### src/rtl/fetch_queue.sv
// rtl/fetch_queue.sv - instruction fetch stage with in-order prefetch queue
//
// Purpose:
//   Owns the fetch PC and issues in-order requests to a variable-latency
//   instruction memory. Returned words land in a DEPTH-entry prefetch queue
//   that the core drains through a valid/ready handshake. A redirect flushes
//   the queue and restarts fetch at the (word-aligned) target.
//
// Ports:
//   clk, rst          core clock; asynchronous active-low reset
//   imem_req_valid    fetch request valid (slot available)
//   imem_req_ready    memory accepts the request this cycle
//   imem_req_addr     word-aligned fetch address (current fetch PC)
//   imem_rsp_valid    response word valid, strictly in request order
//   imem_rsp_data     returned instruction word
//   redirect_valid    taken branch/jump: flush and refetch
//   redirect_pc       redirect target, bits [1:0] ignored
//   instr_valid       head entry holds a returned instruction
//   instr_ready       core consumes the head entry this cycle
//   instr, instr_pc   head instruction word and its address

module fetch_queue #(
  parameter int          DEPTH    = 4,
  parameter logic [31:0] RESET_PC = 32'h0000_0000
) (
  input  logic        clk,
  input  logic        rst,
  output logic        imem_req_valid,
  input  logic        imem_req_ready,
  output logic [31:0] imem_req_addr,
  input  logic        imem_rsp_valid,
  input  logic [31:0] imem_rsp_data,
  input  logic        redirect_valid,
  input  logic [31:0] redirect_pc,
  output logic        instr_valid,
  input  logic        instr_ready,
  output logic [31:0] instr,
  output logic [31:0] instr_pc
);

  localparam int          PW      = $clog2(DEPTH);
  localparam int          CW      = PW + 1;
  localparam logic [CW:0] DEPTH_A = DEPTH[CW:0];

  // Queue storage
  logic [31:0]      slot_pc   [DEPTH];
  logic [31:0]      slot_data [DEPTH];
  logic [DEPTH-1:0] slot_filled;

  // head: oldest entry, tail: next slot to allocate, fill: oldest unfilled
  logic [PW-1:0] head, tail, fill;
  logic [CW-1:0] count;        // allocated slots (buffered + in-flight)
  logic [CW-1:0] unfilled;     // allocated slots still waiting for data
  logic [CW-1:0] discard_cnt;  // stale responses still to be dropped
  logic [31:0]   fetch_pc;
  logic          running;      // holds off requests until the first edge after reset

  logic [PW-1:0]    head_n, tail_n, fill_n;
  logic [CW-1:0]    count_n, unfilled_n, discard_n;
  logic [31:0]      fetch_pc_n;
  logic [DEPTH-1:0] filled_n;

  logic [CW:0] allocated;
  logic        req_fire;
  logic        pop_fire;
  logic        rsp_fill;
  logic        rsp_drop;

  logic unused_redirect_bits;
  assign unused_redirect_bits = ^redirect_pc[1:0];

  // Stale requests keep their slot budget until their responses are dropped,
  // so old and new traffic together never exceed DEPTH.
  assign allocated      = {1'b0, count} + {1'b0, discard_cnt};
  assign imem_req_valid = running && (allocated < DEPTH_A);
  assign imem_req_addr  = fetch_pc;
  assign req_fire       = imem_req_valid && imem_req_ready;

  assign instr_valid = slot_filled[head];
  assign instr       = slot_data[head];
  assign instr_pc    = slot_pc[head];
  assign pop_fire    = instr_valid && instr_ready;

  assign rsp_fill = imem_rsp_valid && (discard_cnt == '0);
  assign rsp_drop = imem_rsp_valid && (discard_cnt != '0);

  // Next-state for control state
  always_comb begin
    fetch_pc_n = fetch_pc;
    head_n     = head;
    tail_n     = tail;
    fill_n     = fill;
    count_n    = count;
    unfilled_n = unfilled;
    discard_n  = discard_cnt;
    filled_n   = slot_filled;

    if (redirect_valid) begin
      fetch_pc_n = {redirect_pc[31:2], 2'b00};
      head_n     = '0;
      tail_n     = '0;
      fill_n     = '0;
      count_n    = '0;
      unfilled_n = '0;
      filled_n   = '0;
      // Every outstanding request becomes stale, including one accepted this
      // cycle. A response arriving now retires one outstanding request (either
      // an already-stale one or an unfilled slot), so it comes off the total.
      discard_n  = discard_cnt + unfilled + CW'(req_fire) - CW'(imem_rsp_valid);
    end else begin
      if (req_fire) begin
        fetch_pc_n     = fetch_pc + 32'd4;
        tail_n         = tail + PW'(1);
        filled_n[tail] = 1'b0;
      end
      if (rsp_fill) begin
        filled_n[fill] = 1'b1;
        fill_n         = fill + PW'(1);
      end
      if (rsp_drop) begin
        discard_n = discard_cnt - CW'(1);
      end
      if (pop_fire) begin
        filled_n[head] = 1'b0;
        head_n         = head + PW'(1);
      end
      count_n    = count + CW'(req_fire) - CW'(pop_fire);
      unfilled_n = unfilled + CW'(req_fire) - CW'(rsp_fill);
    end
  end

  always_ff @(posedge clk or negedge rst) begin
    if (!rst) begin
      fetch_pc    <= RESET_PC;
      head        <= '0;
      tail        <= '0;
      fill        <= '0;
      count       <= '0;
      unfilled    <= '0;
      discard_cnt <= '0;
      slot_filled <= '0;
      running     <= 1'b0;
    end else begin
      fetch_pc    <= fetch_pc_n;
      head        <= head_n;
      tail        <= tail_n;
      fill        <= fill_n;
      count       <= count_n;
      unfilled    <= unfilled_n;
      discard_cnt <= discard_n;
      slot_filled <= filled_n;
      running     <= 1'b1;
    end
  end

  // Payload storage; written only outside redirect cycles since a redirect
  // throws away everything in flight.
  always_ff @(posedge clk or negedge rst) begin
    if (!rst) begin
      for (int i = 0; i < DEPTH; i++) begin
        slot_pc[i]   <= '0;
        slot_data[i] <= '0;
      end
    end else if (!redirect_valid) begin
      if (req_fire) begin
        slot_pc[tail] <= fetch_pc;
      end
      if (rsp_fill) begin
        slot_data[fill] <= imem_rsp_data;
      end
    end
  end

  a_rsp_expected: assert property (@(posedge clk) disable iff (!rst)
    imem_rsp_valid |-> ((unfilled + discard_cnt) != '0));

  a_discard_bound: assert property (@(posedge clk) disable iff (!rst)
    ({1'b0, discard_cnt} <= DEPTH_A));

endmodule

### config.mk
export PLATFORM = sky130hd
export DESIGN_NAME = fetch_queue
export DESIGN_NICKNAME = d
export VERILOG_FILES = /design/src/rtl/fetch_queue.sv
export SDC_FILE = /design/constraint.sdc
export NUM_CORES = 1
export LEC_CHECK = 0
export CAP_MARGIN = 20
export CORE_UTILIZATION = 43
export DETAILED_ROUTE_END_ITERATION = 7
export PLACE_DENSITY_LB_ADDON = 0.12
export SETUP_SLACK_MARGIN = 0.02
export SLEW_MARGIN = 20
export SYNTH_ARGS = -nofsm -noshare
export SYNTH_HDL_FRONTEND = slang
export SYNTH_SLANG_ARGS = --single-unit
### constraint.sdc
create_clock -name clk -period 4.2 [get_ports clk]
set_clock_uncertainty 0.15 [all_clocks]
set_input_delay 0.84 -clock clk [delete_from_list [all_inputs] [get_ports clk]]
set_output_delay 0.84 -clock clk [all_outputs]
set_load 0.03 [all_outputs]
==> results <==
- The run finished with clean final reports.
- The CTS tree is done.
- Relative to the synthesized area, the layout overhead comes to 22.9%.
- The highest clock rate is 260 MHz.
- The root buffer cell is clkbuf_16.
- The setup TNS is 0 ns.
- In the layout the commonest cells are 296 x dfrtp_1, 249 x mux2_2, 159 x clkdlybuf4s50_1, 63 x mux4_2, 37 x clkbuf_16.
- STA classifies the critical path endpoint as an output port.
- Along the worst path, the maximum fanout reaches 29.
- The detailed-router iteration count before antenna repair is 6.
- Setup violations remaining at the end of the flow were counted as 0.
- The filler cells instantiated in the layout total 2,673.
- The sequential share of power is 39.1%.
- In this run, CTS created clock tree buffers numbering 35.
- Post-CTS timing repair inserted 0 buffers for setup.
- Once the clock tree was built, the resizer swapped 0 gates to a different size.
- The number of H-tree branching levels is 2.
- Leaving out fill and tap cells, the most frequent cell in the layout is dfrtp_1.
- For this run, the number of Yosys warnings is 0.
- The worst path uses 91.6% of the clock period.
- The number of antenna violations at the first check in global routing is 1.
- The share of total power dissipated in combinational logic is 32.6%.
- The clock network is responsible for 28.4% of the overall power.
- Cells with a size suffix above 1 make up 34.2% of the layout.
- The final layout contains 1,223 nets.
- Power comes to 10.1 mW.
- The clock period could shrink to 3.85 ns.
- The classification of the worst setup path is reg2out.
- The register area is 7460 um^2.
- The routed via count is 8,678.
- In the routed layout, each cell is associated on average with a via count of 5.48.
- In this run the power spent charging and discharging nets is 3.14 mW.
- The HPWL after detailed placement is 19,700 um.
- Summed over all cells, the static leakage comes to 7.63 nW.
- The count of standard-cell rows is 65.
- dfrtp_1 takes more of the synthesized area than any other cell.
- In the final routed layout, each cell accounts on average for 19.8 um.
- In this run the power density over the cells is 590 nW/um^2.
- The internal power of the cells totals 7.00 mW.
- Each instance of the synthesized netlist takes up on average 14.3 um^2.
- The area used by multi-input combinational logic is 6110 um^2.
- After synthesis, the cell types taking the most area are dfrtp_1 53%, mux2_2 20%, mux4_2 10%, ha_1 2.1%, buf_2 1.2%.
- The number of hold buffers added after CTS is 0.
- The maximum clock insertion buffer count is 3.
- Entering global routing, the biggest net connects 121 pins.
- In this run switching power makes up 30.9% of total power.
- After clock tree synthesis, the clock-pin slew on the worst setup and hold paths is 0.05 ns.
- Once detail routing completed, the nets flagged for antenna violations numbered 0.
- At the later pin of the worst-skew pair, clock insertion delay measures 0.51 ns.
- Setup repair after global routing left no endpoint under its margin.
- The top flip-flop cell by instance count after synthesis is dfrtp_1.
- In this run the vertical extent of the chip is 182 um.
- The count of unique library cells instantiated by Yosys is 47.
- The type of element launching the critical path is a flop.
- The number of DRC violations after detailed routing is 0.
- Buffers placed on the I/O ports in this run total 161.
- The global placement routability congestion is 0.742.
- In this run the cell area of the synthesized design comes to 14,000 um^2.
- Summing the sequential cell areas from Yosys gives 53.3% of the chip area.
- In this run the tightest slew margin relative to its limit is 46.2%.
- The area of the placeable core is 31,800 um^2.
- Data arrives at the worst endpoint at 2.86 ns.
- For this design the top-level I/O count stands at 168.
- The die footprint is 33,200 um^2.
- The first global-routing pass estimated 50,800 um of wire.
- The reported max-cap violation count is 0.
- The first-iteration detailed-routing DRC count is 356.
- The count of flip-flops with a built-in enable after synthesis is 0.
- The share of Yosys cell area claimed by the top area cell type is 53.3%.
- The final count of pins violating max slew is 0.
- The total congestion overflow after global routing is 0.
- The tightest min-delay check is of the in2async type.
- For this design, the sink count on the clock tree is 298.
- From left edge to right edge, the die measures 182 um.
- The final wirelength is 31,400 um.
- The slew at the pin closest to its max-slew limit is 0.808 ns.
- The effective utilization at floorplan is 44.0%.
- The final-report hold violation count is 0.
- The combined global-route utilization of all metal layers is 19.5%.
- The number of global-route vias before repair came to 9,016.
- The proportion of synthesized flip-flops having asynchronous set or reset is 100%.
- In this run, synthesis produced a sequential element count of 298.
- The maximum vdd drop is 381 uV.
- The number of standard cells after synthesis is 977.
- Data on the critical path is required at its endpoint by 3.21 ns.
==> worst paths after layout <==
path / start / to / slack (ns) / cells after the start
hold reg to reg: slot_pc[49] / slot_pc[49] / 0.35 / 1
setup reg to reg: discard_cnt[2] / count[2] / 0.89 / 10
setup / recovery: head[0] / instr[26] / 0.35 / 3
max in group asynchronous: rst / slot_data[59] / 2.88 / 2
hold / removal: rst / slot_data[98] / 0.05 / 1
min in group clk: slot_pc[49] / slot_pc[49] / 0.35 / 1
==> Yosys cell counts (all sizes together) (4+ instances only) <==
cell type and number:
nor2b 5, mux4 63, xnor2 10, nor4 5
nand2 26, buf 42, and3 6, mux2 249
and2 6, and4 5, ha 23, a22oi 4
a211oi 4, or3 4, fa 4, nand4 20
a31oi 19, inv 23, xor2 5, or4 17
nand3 13, nor2 35, o21ai 14, clkbuf 34
a21oi 4, o31ai 14, dfrtp 298
==> power groups by stage <==
stage	combinational, mW	sequential (mW)	clock [mW]
5_1_grt	3.53	4.06	3.09
4_1_cts	3.35	3.96	2.97
3_5_place_dp	3.33	4.01	0
6_report	3.30	3.96	2.87
3_3_place_gp	3.29	3.98	0
2_1_floorplan	2.22	3.89	0
==> metrics by stage <==
stage	hold slack, ns	instance area [um^2]	util (%)	std cells	setup slack [ns]
2_1_floorplan	0.324	14000	-	980	1.14
3_3_place_gp	0.331	16100	50.6	1524	0.795
3_5_place_dp	0.337	16100	50.6	1524	0.787
4_1_cts	0.0362	17200	54.0	1584	0.260
5_1_grt	0.0467	17200	54.0	1585	0.206
6_report	0.0470	17200	54.0	1585	0.351
==> layout make-up <==
class	instances	share of cell area, %
flip-flops and latches	298	43.4
clock inverters	4	0.116
multi-input cells	583	35.6
repair buffers	185	10.9
well taps	435	3.17
inverters	23	0.502
diodes	1	0.0146
clock buffers	56	6.27
==> routing by layer <==
metal	GRT usage [%]	routed length (um)	vias up
li1	-	-	3930
met1	27.4	14400	4531
met2	31.3	15000	174
met3	3.57	1470	43
met4	5.11	559	0
met5	0	0	-
==> sequential cells by signal, indices dropped and copies added, names as in the netlist <==
signal,flops
slot_filled,4
unfilled,3
fill,2
count,3
slot_data,128
discard_cnt,3
slot_pc,120
imem_req_addr,30
tail,2
head,2
running,1
==> critical path, stage by stage (launching register included) <==
cell             delay [ns]
dfrtp_4                0.84
buf_12                 0.33
mux4_2                 0.55
clkdlybuf4s50_1        0.62
==> cell families (layout without fill, tap and decap cells) <==
logic type | count (synthesis) | after routing | synth area share, %
and+or+nand+nor | 149 | 149 | 6.11
AOI/OAI and AO/OA | 72 | 72 | 3.46
DFF | 298 | 298 | 53.3
adders and majority gates | 27 | 27 | 2.63
xor gates and xnor gates | 15 | 15 | 0.939
buffers and inverters | 99 | 268 | 3.06
muxes | 315 | 315 | 30.4
other | 2 | 6 | 0.0537
(Power assumes the default switching activity.)
